## config.mk

```make
export PLATFORM = sky130hd
export DESIGN_NAME = cpu_seq_ctrl
export DESIGN_NICKNAME = d
export VERILOG_FILES = /design/src/rtl/cpu_seq_ctrl.sv
export SDC_FILE = /design/constraint.sdc
export NUM_CORES = 1
export LEC_CHECK = 0
export CAP_MARGIN = 20
export CORE_AREA = 2 2 75 77
export DETAILED_ROUTE_END_ITERATION = 10
export DIE_AREA = 0 0 77 79
export GPL_TIMING_DRIVEN = 0
export MAX_ROUTING_LAYER = met4
export PLACE_DENSITY = 0.82
export SLEW_MARGIN = 10
export SYNTH_ARGS = -nofsm -noshare
export SYNTH_HDL_FRONTEND = slang
export SYNTH_SLANG_ARGS = --single-unit
```

## constraint.sdc

```tcl
create_clock -name clk -period 2.58 [get_ports clk]
set_input_delay 0.516 -clock clk [delete_from_list [all_inputs] [get_ports clk]]
set_output_delay 0.516 -clock clk [all_outputs]
set_load 0.02 [all_outputs]
```

## src/rtl/cpu_seq_ctrl.sv

```systemverilog
// Multi-cycle fetch/decode/execute sequencer driving the 16-bit register/ALU datapath.
// Optional macro CPU_SEQ_RETIRE_CNT_EN adds a 32-bit retired-instruction counter output.
module cpu_seq_ctrl #(
    parameter int               ADDR_W   = 16,
    parameter logic [ADDR_W-1:0] RESET_PC = '0,
    parameter logic [7:0]       OP_LOAD  = 8'b10011001,
    parameter logic [7:0]       OP_STORE = 8'b11011010,
    parameter logic [7:0]       OP_NOP   = 8'b00010111
) (
    input  logic              clk,
    input  logic              reset,
    input  logic              run,
    input  logic [15:0]       mem_rdata,
    input  logic [15:0]       reg_a,
    input  logic [15:0]       reg_b,
    output logic [ADDR_W-1:0] mem_addr,
    output logic [15:0]       mem_wdata,
    output logic              mem_we,
    output logic [15:0]       instruction,
    output logic              ren,
    output logic              load_mux,
    output logic [ADDR_W-1:0] pc,
    output logic              halted
`ifdef CPU_SEQ_RETIRE_CNT_EN
    ,
    output logic [31:0]       retired
`endif
);

    typedef enum logic [2:0] {
        S_HALT,
        S_FETCH,
        S_DECODE,
        S_EXEC,
        S_LOAD_WB
    } state_t;

    state_t            state_q, state_d;
    logic [ADDR_W-1:0] pc_q, pc_d;
    logic [15:0]       ir_q, ir_d;
    logic              boundary;
    logic [7:0]        opcode;

    assign opcode = ir_q[15:8];

    always_ff @(posedge clk) begin
        if (reset) begin
            state_q <= S_HALT;
            pc_q    <= RESET_PC;
            ir_q    <= 16'h0000;
        end else begin
            state_q <= state_d;
            pc_q    <= pc_d;
            ir_q    <= ir_d;
        end
    end

    always_comb begin
        state_d   = state_q;
        pc_d      = pc_q;
        ir_d      = ir_q;
        boundary  = 1'b0;
        mem_addr  = pc_q;
        mem_wdata = reg_b;
        mem_we    = 1'b0;
        ren       = 1'b0;
        load_mux  = 1'b0;
        halted    = 1'b0;

        case (state_q)
            S_HALT: begin
                halted = 1'b1;
                if (run) state_d = S_FETCH;
            end
            S_FETCH: begin
                state_d = S_DECODE;
            end
            S_DECODE: begin
                ir_d    = mem_rdata;
                pc_d    = pc_q + ADDR_W'(1);
                state_d = S_EXEC;
            end
            S_EXEC: begin
                if (opcode == OP_LOAD) begin
                    mem_addr = reg_a[ADDR_W-1:0];
                    state_d  = S_LOAD_WB;
                end else if (opcode == OP_STORE) begin
                    mem_addr = reg_a[ADDR_W-1:0];
                    mem_we   = 1'b1;
                    boundary = 1'b1;
                end else if (opcode == OP_NOP) begin
                    boundary = 1'b1;
                end else begin
                    // ALU/CMP/unknown all write back; CMP suppression lives in the datapath
                    ren      = 1'b1;
                    boundary = 1'b1;
                end
            end
            S_LOAD_WB: begin
                mem_addr = reg_a[ADDR_W-1:0];
                ren      = 1'b1;
                load_mux = 1'b1;
                boundary = 1'b1;
            end
            default: begin
                state_d = S_HALT;
            end
        endcase

        if (boundary) state_d = run ? S_FETCH : S_HALT;

        // Reset aborts any in-flight instruction before a strobe can commit
        if (reset) begin
            mem_we   = 1'b0;
            ren      = 1'b0;
            load_mux = 1'b0;
        end
    end

`ifdef CPU_SEQ_RETIRE_CNT_EN
    logic [31:0] retired_q;

    always_ff @(posedge clk) begin
        if (reset) begin
            retired_q <= 32'd0;
        end else if (boundary) begin
            retired_q <= retired_q + 32'd1;
        end
    end

    assign retired = retired_q;
`endif

    assign instruction = ir_q;
    assign pc          = pc_q;

endmodule

```

==> results of run 1 <==
[timing repair]
item,4_1_cts,5_1_grt
gates resized for setup,79,49
setup endpoints to repair,19,17
gates cloned,1,0
hold endpoints to repair,0,0
buffers inserted,3,3
pin swaps,3,2
[flip-flops by register name (all words and copies together) (netlist names)]
register     cells
instruction     16
pc              16
state_q          3
[logic make-up after synthesis]
kind of cell / count (synthesis)
AND/OR/NAND/NOR: 96
flip-flops: 35
buffers and inverters: 31
AO/OA/AOI/OAI: 29
multiplexers: 17
XOR/XNOR: 11
adder cells (fa/ha/maj): 1
[critical path, delay by kind of cell, from the launching register on]
family | cells | cell delay (ps)
and+or+nand+nor | 1 | 300
muxes | 1 | 350
AOI/OAI and AO/OA | 2 | 440
buffers and inverters | 2 | 300
DFF | 1 | 330
[Yosys cell counts]
| library cell | count | share of area (%) |
|---|---|---|
| sky130_fd_sc_hd__a21oi_1 | 21 | 5.8 |
| sky130_fd_sc_hd__a31o_2 | 1 | 0.48 |
| sky130_fd_sc_hd__a31oi_1 | 1 | 0.34 |
| sky130_fd_sc_hd__a41oi_1 | 1 | 0.48 |
| sky130_fd_sc_hd__and3b_1 | 1 | 0.48 |
| sky130_fd_sc_hd__and4_1 | 2 | 0.96 |
| sky130_fd_sc_hd__and4bb_2 | 1 | 0.69 |
| sky130_fd_sc_hd__buf_2 | 3 | 0.82 |
| sky130_fd_sc_hd__buf_4 | 16 | 6.6 |
| sky130_fd_sc_hd__buf_6 | 1 | 0.62 |
| sky130_fd_sc_hd__clkbuf_1 | 7 | 1.4 |
| sky130_fd_sc_hd__dfxtp_1 | 35 | 38 |
| sky130_fd_sc_hd__ha_1 | 1 | 0.69 |
| sky130_fd_sc_hd__inv_1 | 4 | 0.82 |
| sky130_fd_sc_hd__mux2_2 | 17 | 10 |
| sky130_fd_sc_hd__nand2_1 | 42 | 8.6 |
| sky130_fd_sc_hd__nand2b_1 | 2 | 0.69 |
| sky130_fd_sc_hd__nand3_1 | 4 | 1.1 |
| sky130_fd_sc_hd__nand3b_1 | 1 | 0.41 |
| sky130_fd_sc_hd__nand4_1 | 5 | 1.7 |
| sky130_fd_sc_hd__nand4b_1 | 1 | 0.48 |
| sky130_fd_sc_hd__nand4bb_1 | 1 | 0.62 |
| sky130_fd_sc_hd__nor2_1 | 18 | 3.7 |
| sky130_fd_sc_hd__nor2b_1 | 1 | 0.34 |
| sky130_fd_sc_hd__nor3_1 | 6 | 1.6 |
| sky130_fd_sc_hd__nor3b_1 | 2 | 0.82 |
| sky130_fd_sc_hd__nor4_1 | 3 | 1.0 |
| sky130_fd_sc_hd__nor4bb_1 | 1 | 0.55 |
| sky130_fd_sc_hd__o211ai_1 | 1 | 0.41 |
| sky130_fd_sc_hd__o21ai_0 | 2 | 0.55 |
| sky130_fd_sc_hd__o21ai_1 | 1 | 0.27 |
| sky130_fd_sc_hd__o31ai_1 | 1 | 0.41 |
| sky130_fd_sc_hd__or3_1 | 1 | 0.34 |
| sky130_fd_sc_hd__or3b_2 | 1 | 0.48 |
| sky130_fd_sc_hd__or4_1 | 2 | 0.82 |
| sky130_fd_sc_hd__or4_4 | 1 | 0.62 |
| sky130_fd_sc_hd__xnor2_1 | 9 | 4.3 |
| sky130_fd_sc_hd__xor2_1 | 2 | 0.96 |
[power groups by stage]
| stage | registers, mW | clock network (mW) | logic, mW |
|---|---|---|---|
| detailed placement | 0.629 | 0 | 0.442 |
| CTS | 0.620 | 0.523 | 0.441 |
| floorplan | 0.664 | 0 | 0.197 |
| global placement | 0.626 | 0 | 0.436 |
| global route | 0.627 | 0.547 | 0.490 |
| finish | 0.620 | 0.510 | 0.454 |
[through the flow]
stage                     hold slack, ps  setup TNS [ps]  instance area, µm²  std cells  power, mW
after floorplan                    501.1               0                1824        220     0.8618
after global placement             440.5          -10570                2935        394      1.062
after detailed placement           449.5          -11630                2935        394      1.071
after CTS                          458.6               0                3038        405      1.585
after global routing               484.0          -310.1                3208        408      1.664
final                              455.0               0                3208        408      1.585
[cell type report]
cell class / count / area, µm²
fillers: 486 / 2130
flip-flops and latches: 35 / 709.4
repair buffers: 109 / 1095
clock buffers: 6 / 82.58
multi-input cells: 154 / 1003
well taps: 72 / 90.09
plain buffers: 26 / 177.7
inverters: 4 / 15.01
clock inverters: 2 / 35.03
[metal layers]
| layer | wire [µm] | GRT usage [%] | share of wire, % | vias up |
|---|---|---|---|---|
| met4 | 55 | 6.607 | 1.0 | 0 |
| met5 | 0 | - | 0 | - |
| met2 | 2653 | 28.60 | 50 | 84 |
| met1 | 2146 | 19.76 | 40 | 889 |
| met3 | 449 | 5.568 | 8.5 | 5 |
| li1 | - | - | - | 974 |
[worst min-delay path by stage]
| stage | startpoint | end | slack [ps] | cells past startpoint |
|---|---|---|---|---|
| CTS | instruction[2] | instruction[2] | 460 | 2 |
| detailed placement | instruction[2] | instruction[2] | 450 | 2 |
| finish | instruction[4] | instruction[4] | 450 | 2 |
| global route | instruction[4] | instruction[4] | 480 | 2 |
| global placement | instruction[0] | instruction[0] | 440 | 2 |
| floorplan | state_q[2] | state_q[1] | 500 | 1 |
==> summary.txt, run 1 <==
ROUTING
-----------------------------------------------------------------------------------------------------------------
First DRT Iteration DRCs                                                                                       94
Total routed wirelength                                                                                  5.304 mm
Routed vias                                                                                                 1,952
Post-route ant nets                                                                                             0
Post-detailed-route via-to-cell ratio                                                                       4.784
Residual DRC                                                                                                    0
Total iterations of the first detailed-routing run                                                              4
Mean routed wirelength per cell                                                                          13.00 µm

WORST SETUP PATH
-----------------------------------------------------------------------------------------------------------------
Capture instance of the worst register-to-register path                                                    pc[14]
Startpoint type of the worst setup path                                                                 flip-flop
Cell depth of the worst flop-to-flop path                                                                       5
Worst flop-to-flop path startpoint                                                                          pc[0]
Crit path cell chain                                                                                 and4bb_2, o211ai_1, o21ai_4, buf_6, mux2_2, buf_6
Crit Path Max Fanout                                                                                            5
Element type at the critical path end                                                                  output pin
Timing startpoint of the critical path                                                               instruction[10]
Internal reg-to-reg setup slack                                                                            530 ps
Capturing element of the worst setup path                                                             mem_addr[6]
Crit path max-delay cell type                                                                        sky130_fd_sc_hd__mux2_2
Arrival time at the worst endpoint                                                                        2010 ps
Worst setup path class                                                                                    reg2out
Highest cell delay on the worst timing path                                                                350 ps
Worst EP required                                                                                         2060 ps
Most frequent CP cell                                                                                sky130_fd_sc_hd__buf_6

FINAL LAYOUT
-----------------------------------------------------------------------------------------------------------------
Layout cell share with drive strength beyond 1                                                             24.70%
Share of the core filled with cells in the final layout                                                    60.10%
Growth of design area from synthesis to finish                                                             75.86%
Number of nets in the final layout                                                                            387
Most used cells in the layout excluding fill and tap cells                                           sky130_fd_sc_hd__clkdlybuf4s50_1, sky130_fd_sc_hd__nand2_1, sky130_fd_sc_hd__dfxtp_1
Diodes inserted                                                                                                 0
Most frequent standard cell in the layout excluding fill and tap cells                               sky130_fd_sc_hd__clkdlybuf4s50_1

STA
-----------------------------------------------------------------------------------------------------------------
Shortest period the worst path allows                                                                     2526 ps
Total setup violations reported at the end of the flow                                                          0
Final critical-path setup slack                                                                          53.86 ps
Slew headroom                                                                                              51.41%
Final hold violation count                                                                                      0
Final period util                                                                                          97.91%
Worst Skew                                                                                               11.00 ps
Number of slew-limit violations in the final report                                                             0
Achievable Freq                                                                                         395.9 MHz
Unrepaired setup endpoints after global routing                                                              true
Least-Margin Pin Slew                                                                                    722.2 ps

GRT
-----------------------------------------------------------------------------------------------------------------
Vias in the first global route                                                                              1,791
Initial antenna violation count                                                                                 0
All-Layer GR Usage                                                                                         17.32%
GRT Residual Overflow                                                                                           0
Wire length of the first global-routing pass                                                             8.238 mm
Pin count of the biggest net entering global routing                                                           14

YOSYS
-----------------------------------------------------------------------------------------------------------------
Post-Syn Area                                                                                            1824 µm²
Xor/xnor share of the synthesized area                                                                     5.281%
Post-Synthesis Net Count                                                                                      272
Area fraction in and, or, nand and nor cells after synthesis                                               26.13%
Number of instances in the synthesized netlist                                                                220
Synth Area in Compound Gates                                                                               8.711%
Multiplexer area fraction after synthesis                                                                  10.49%
Flip-flop and latch count after synthesis                                                                      35
Number of warnings printed during yosys synthesis                                                               0
Synth Area per Inst                                                                                     8.292 µm²
Combinational family with the most area after synthesis                                              simple AND/OR/NAND/NOR gates
Arithmetic-cell share of the synthesized area counting full adders, half adders and majority gates        0.6859%
Sequential element share of the synthesized area                                                           38.41%
Number of different library cells in the post-synthesis netlist                                                38

FLOORPLANNING
-----------------------------------------------------------------------------------------------------------------
Y dimension of the die                                                                                      79 µm
Die width                                                                                                   77 µm
Area of the die                                                                                          6083 µm²
Num ports                                                                                                     119
Number of placement rows                                                                                       27
Starting Density                                                                                           34.18%
Core Box Area                                                                                            5338 µm²

POWER AND IR DROP
-----------------------------------------------------------------------------------------------------------------
Sw frac                                                                                                    28.70%
P_sw                                                                                                    0.4548 mW
Cell leakage power                                                                                       1.215 nW
Fraction of power consumed by combinational cells                                                           28.7%
Clock Power Share                                                                                           32.2%
Internal power contribution                                                                              1.130 mW
Max rail drop VDD                                                                                     0.0004295 V
Power density of the placed cells                                                                    493.9 nW/µm²
Proportion of power drawn by flip-flops and latches                                                         39.2%

CLOCKING
-----------------------------------------------------------------------------------------------------------------
CTS Hold Buffers Added                                                                                          0
Clock transition at path regs                                                                               70 ps
Clock latency of the later-clocked register in the worst-skew pair                                         290 ps
Number of buffers on the longest clock path                                                                     2
Clock tree from TritonCTS                                                                                   built
Inserted Clock Buffers                                                                                          5
Root Buffer                                                                                          sky130_fd_sc_hd__clkbuf_8
Sink Count                                                                                                     35
H-tree depth reported by CTS                                                                                    2

PLACEMENT
-----------------------------------------------------------------------------------------------------------------
Hpwl dp                                                                                                  3.918 mm
Weighted congestion at the end of routability-driven global placement                                      0.7766
DP Worst Slack                                                                                          -797.9 ps
IO Port Bufs                                                                                                  102

FLOW RUN
-----------------------------------------------------------------------------------------------------------------
Max Cap Viol                                                                                                    0

WORST HOLD PATH
-----------------------------------------------------------------------------------------------------------------
Hold Path Class                                                                                           reg2reg

RUN STATUS
-----------------------------------------------------------------------------------------------------------------
Status                                                                                                  completed

Power figures use the tool's default switching activity.
==> run 2: changes to the inputs <==
--- a/config.mk
+++ b/config.mk
@@ -11,7 +11,8 @@
 export DIE_AREA = 0 0 77 79
 export GPL_TIMING_DRIVEN = 0
 export MAX_ROUTING_LAYER = met4
-export PLACE_DENSITY = 0.82
+export PLACE_DENSITY = 0.87
+export RECOVER_POWER = 25
 export SLEW_MARGIN = 10
 export SYNTH_ARGS = -nofsm -noshare
 export SYNTH_HDL_FRONTEND = slang
==> run 2 against run 1 <==
Net effect:
- the flow now finishes with violations (setup timing)
- sequential power barely moved
- clock power rose by 0.8%
- critical path depth rose by 1
- count of clock-buffer cells in the layout did not move
- die area did not move
- critical path type unchanged
==> summary.txt, run 2 (synthesis gave the netlist of run 1 again) <==
RUN STATUS
-------------------------------------------------------------------------------------
Status                                                                   finished with violations
Violated checks                                                          setup timing

STA
-------------------------------------------------------------------------------------
Least-Margin Pin Slew                                                        651.8 ps
Number of slew-limit violations in the final report                                 0
Achievable Freq                                                             383.4 MHz
Final hold violation count                                                          0
Final period util                                                              101.1%
Worst Skew                                                                   10.32 ps
Unrepaired setup endpoints after global routing                                  true
Slew headroom                                                                  56.15%
Total setup violations reported at the end of the flow                              9
Shortest period the worst path allows                                         2608 ps
Final critical-path setup slack                                             -28.04 ps

CLOCKING
-------------------------------------------------------------------------------------
Clock transition at path regs                                                   70 ps
Clock tree from TritonCTS                                                       built
H-tree depth reported by CTS                                                        2
CTS Hold Buffers Added                                                              0
Sink Count                                                                         35
Root Buffer                                                              sky130_fd_sc_hd__clkbuf_8
Number of buffers on the longest clock path                                         2
Clock latency of the later-clocked register in the worst-skew pair             290 ps
Inserted Clock Buffers                                                              5

WORST SETUP PATH
-------------------------------------------------------------------------------------
Startpoint type of the worst setup path                                     flip-flop
Element type at the critical path end                                      output pin
Worst EP required                                                             2060 ps
Arrival time at the worst endpoint                                            2090 ps
Crit Path Max Fanout                                                                4
Worst setup path class                                                        reg2out

GRT
-------------------------------------------------------------------------------------
Initial antenna violation count                                                     0
GRT Residual Overflow                                                               0
All-Layer GR Usage                                                             18.14%
Pin count of the biggest net entering global routing                               14
Wire length of the first global-routing pass                                 8.680 mm
Vias in the first global route                                                  1,939

FLOORPLANNING
-------------------------------------------------------------------------------------
Y dimension of the die                                                          79 µm
Area of the die                                                              6083 µm²
Number of placement rows                                                           27
Die width                                                                       77 µm
Core Box Area                                                                5338 µm²
Num ports                                                                         119
Starting Density                                                               34.18%

PLACEMENT
-------------------------------------------------------------------------------------
IO Port Bufs                                                                      102
Weighted congestion at the end of routability-driven global placement          0.7850
DP Worst Slack                                                              -812.9 ps
Hpwl dp                                                                      4.042 mm

POWER AND IR DROP
-------------------------------------------------------------------------------------
Cell leakage power                                                           1.230 nW
Power density of the placed cells                                        490.8 nW/µm²
Power, Total                                                                 1.592 mW
Max rail drop VDD                                                         0.0003410 V

FINAL LAYOUT
-------------------------------------------------------------------------------------
Layout cell share with drive strength beyond 1                                 25.07%
Most frequent standard cell in the layout excluding fill and tap cells   sky130_fd_sc_hd__clkdlybuf4s50_1
Diodes inserted                                                                     0
Share of the core filled with cells in the final layout                        60.76%
Most used cells in the layout excluding fill and tap cells               sky130_fd_sc_hd__clkdlybuf4s50_1, sky130_fd_sc_hd__nand2_1, sky130_fd_sc_hd__dfxtp_1
Growth of design area from synthesis to finish                                 77.78%
Number of nets in the final layout                                                390
Filler Cells Inserted                                                             463

ROUTING
-------------------------------------------------------------------------------------
Residual DRC                                                                        0
First DRT Iteration DRCs                                                           36
Post-detailed-route via-to-cell ratio                                           4.876
Routed vias                                                                     2,004
Total routed wirelength                                                      5.586 mm
Mean routed wirelength per cell                                              13.59 µm
Total iterations of the first detailed-routing run                                  4
Post-route ant nets                                                                 0

FLOW RUN
-------------------------------------------------------------------------------------
Max Cap Viol                                                                        0

WORST HOLD PATH
-------------------------------------------------------------------------------------
Hold Path Class                                                               reg2reg

==> run 2: final timing paths <==
path | to | cells past startpoint | start | slack [ps]
worst max register to register | pc[14] | 6 | state_q[0] | 500
worst max-delay path | mem_addr[0] | 7 | instruction[13] | -30
worst min register to register | instruction[2] | 2 | instruction[2] | 450
worst min-delay path | instruction[2] | 2 | instruction[2] | 450
==> run 2: worst max-delay path, stage by stage, from the launching register on <==
cell and delay [ps]:
sky130_fd_sc_hd__dfxtp_2 330, sky130_fd_sc_hd__and4bb_2 300, sky130_fd_sc_hd__o211ai_1 180, sky130_fd_sc_hd__o21ai_4 290, sky130_fd_sc_hd__buf_6 160, sky130_fd_sc_hd__buf_4 120
sky130_fd_sc_hd__mux2_4 300, sky130_fd_sc_hd__buf_6 130
==> run 2: what timing repair did <==
item	CTS	global route
setup endpoints to repair	19	17
cloned	1	0
setup buffers	6	3
gates resized for setup	76	53
pin swaps	1	3
==> run 2: where the power goes <==
part	switching, mW	internal [mW]
combinational	0.225	0.231
sequential	0.0361	0.585
clock	0.201	0.313
==> run 2: cell type report <==
cell class	count	area, µm²	share of cell area (%)
multi-input cells	154	1011	31.17
well taps	72	90.09	2.778
inverters	4	15.01	0.4630
clock buffers	6	82.58	2.546
repair buffers	112	1124	34.65
plain buffers	26	176.4	5.440
flip-flops and latches	35	709.4	21.87
clock inverters	2	35.03	1.080
==> run 2: routing by layer <==
| layer | part of all wire (%) | vias up | GRT usage [%] |
|---|---|---|---|
| met5 | 0 | - | - |
| met4 | 1.6 | 0 | 5.179 |
| met3 | 7.1 | 9 | 5.227 |
| li1 | - | 980 | - |
| met2 | 51 | 81 | 33.42 |
| met1 | 40 | 934 | 19.00 |
==> run 2: metrics by stage <==
stage / hold WS, ps / cells / cell area (µm²) / setup TNS [ps]
5_1_grt: 485.5 / 411 / 3243 / -559.3
4_1_cts: 456.6 / 408 / 3089 / -204.6
3_3_place_gp: 441.2 / 394 / 2935 / -11720
3_5_place_dp: 448.1 / 394 / 2935 / -11780
2_1_floorplan: 501.1 / 220 / 1824 / 0
6_report: 454.0 / 411 / 3243 / -119.8
==> run 3: changes to the inputs <==
==> constraint.sdc (replaced) <==
create_clock -name clk -period 2.58 [get_ports clk]
set_input_delay 0.387 -clock clk [delete_from_list [all_inputs] [get_ports clk]]
set_output_delay 0.387 -clock clk [all_outputs]
set_load 0.02 [all_outputs]
==> run 3 against run 2 <==
Net effect:
- cell area down 5.1%
- combinational power down 4%
- first-iteration DRC count up 89%
- critical path type unchanged
- non-clock buffer count down 2
- hold slack about the same
- the flow now finishes without violations
- highest routed layer unchanged
- via count down 0.30%
==> summary.txt, run 3 (synthesis gave the netlist of run 1 again) <==
PLACEMENT
-------------------------------------------------------------------------------------
Weighted congestion at the end of routability-driven global placement          0.7850
IO Port Bufs                                                                      102
Cell area after placement                                                    2935 µm²
Hpwl dp                                                                      4.042 mm

FLOORPLANNING
-------------------------------------------------------------------------------------
Y dimension of the die                                                          79 µm
Die width                                                                       77 µm
Number of placement rows                                                           27
Starting Density                                                               34.18%
Core Box Area                                                                5338 µm²
Area of the die                                                              6083 µm²
Num ports                                                                         119

CLOCKING
-------------------------------------------------------------------------------------
Inserted Clock Buffers                                                              5
Clock transition at path regs                                                   70 ps
Sink Count                                                                         35
Root Buffer                                                              sky130_fd_sc_hd__clkbuf_8
Clock tree from TritonCTS                                                       built
Number of buffers on the longest clock path                                         2
H-tree depth reported by CTS                                                        2
Clock latency of the later-clocked register in the worst-skew pair             290 ps

FINAL LAYOUT
-------------------------------------------------------------------------------------
Number of nets in the final layout                                                388
Layout cell share with drive strength beyond 1                                 22.85%
Post-route standard cell area excluding fillers                              3077 µm²
Growth of design area from synthesis to finish                                 68.66%
Most frequent standard cell in the layout excluding fill and tap cells   sky130_fd_sc_hd__clkdlybuf4s50_1
Diodes inserted                                                                     0
Most used cells in the layout excluding fill and tap cells               sky130_fd_sc_hd__clkdlybuf4s50_1, sky130_fd_sc_hd__nand2_1, sky130_fd_sc_hd__dfxtp_1

STA
-------------------------------------------------------------------------------------
Number of slew-limit violations in the final report                                 0
Setup TNS Final                                                                  0 ps
Shortest period the worst path allows                                         2513 ps
Final period util                                                              97.40%
Total setup violations reported at the end of the flow                              0
Least-Margin Pin Slew                                                        648.8 ps
Hold slack final                                                             454.0 ps
Final hold violation count                                                          0
Achievable Freq                                                             398.0 MHz
Worst Skew                                                                   11.51 ps
Slew headroom                                                                  56.35%

ROUTING
-------------------------------------------------------------------------------------
Routed vias                                                                     1,998
Post-route ant nets                                                                 0
Mean routed wirelength per cell                                              13.28 µm
Total routed wirelength                                                      5.431 mm
Total iterations of the first detailed-routing run                                  4
Post-detailed-route via-to-cell ratio                                           4.885
Residual DRC                                                                        0
First DRT Iteration DRCs                                                           68

GRT
-------------------------------------------------------------------------------------
Initial antenna violation count                                                     0
Pin count of the biggest net entering global routing                               14
Vias in the first global route                                                  1,880
All-Layer GR Usage                                                             17.38%
Wire length of the first global-routing pass                                 8.369 mm
GRT Residual Overflow                                                               0

WORST HOLD PATH
-------------------------------------------------------------------------------------
Hold Path Class                                                               reg2reg

POWER AND IR DROP
-------------------------------------------------------------------------------------
Cell leakage power                                                           1.170 nW
Max rail drop VDD                                                         0.0003325 V
Power density of the placed cells                                        512.0 nW/µm²
Power, Total                                                                 1.575 mW

RUN STATUS
-------------------------------------------------------------------------------------
Status                                                                      completed

WORST SETUP PATH
-------------------------------------------------------------------------------------
Crit path cell chain                                                     and4bb_2, o211ai_1, o21ai_4, buf_6, buf_4, mux2_2, clkbuf_2
Crit path max-delay cell type                                            sky130_fd_sc_hd__dfxtp_1
Startpoint type of the worst setup path                                     flip-flop
Worst EP required                                                             2190 ps
Worst setup path class                                                        reg2out
Arrival time at the worst endpoint                                            2130 ps
Highest cell delay on the worst timing path                                    340 ps
Crit Path Max Fanout                                                                5
Element type at the critical path end                                      output pin

FLOW RUN
-------------------------------------------------------------------------------------
Max Cap Viol                                                                        0

==> run 3: cell count changes in the layout (fill, tap and decap cells not counted), sizes merged <==
cell,before,now
dlygate4sd2,1,0
clkdlybuf4s50,77,69
dlygate4sd3,7,16
clkbuf,13,28
buf,45,27
clkdlybuf4s15,0,1
==> run 3: final timing paths <==
| path | to | slack [ps] | depth (start not counted) | startpoint |
|---|---|---|---|---|
| min reg2reg | instruction[2] | 450 | 2 | instruction[2] |
| max | mem_addr[4] | 70 | 7 | instruction[13] |
| min | instruction[2] | 450 | 2 | instruction[2] |
| max reg2reg | pc[14] | 510 | 5 | state_q[2] |
==> run 3: power breakdown <==
part / switching, mW / internal, mW
clock network: 0.205 / 0.313
registers: 0.0362 / 0.583
logic: 0.220 / 0.218
==> run 3: critical path, delay by kind of cell, from the launching register on <==
family | cells | cell delay, ps
compound gates | 2 | 430
buf+inv | 3 | 420
flops | 1 | 340
simple gates | 1 | 320
mux | 1 | 320
==> run 3: routing by layer <==
metal	up-vias	global-route usage (%)	wire [µm]
li1	978	-	-
met4	0	4.464	46
met5	-	-	0
met1	936	18.69	2147
met3	4	5.000	439
met2	80	31.67	2797
==> run 3: final cells by class <==
type,count,area (µm²)
inverter,4,15.01
tap,72,90.09
sequential,35,703.2
buffer,26,176.4
clock buffer,6,82.58
fill,489,2261
timing repair buffer,110,1016
multi-input combinational,154,958.4
clock inverter,2,35.03
==> run 3: stage by stage <==
step                      worst slack [ps]  util (%)  instances
after floorplan                      201.3         -        220
after global placement              -668.5     54.99        394
after detailed placement            -683.9     54.99        394
after CTS                           -44.51     57.29        402
after global routing                -12.51     57.64        409
final                                67.20     57.64        409
==> run 3: repair_timing <==
item / 4_1_cts / 5_1_grt
buffers inserted: 1 / 6
endpoints found under the setup margin: 18 / 17
gates cloned: 0 / 1
endpoints found under the hold margin: 0 / 0
hold buffers: 0 / 0
pin swaps: 1 / 3
resized for setup: 22 / 40
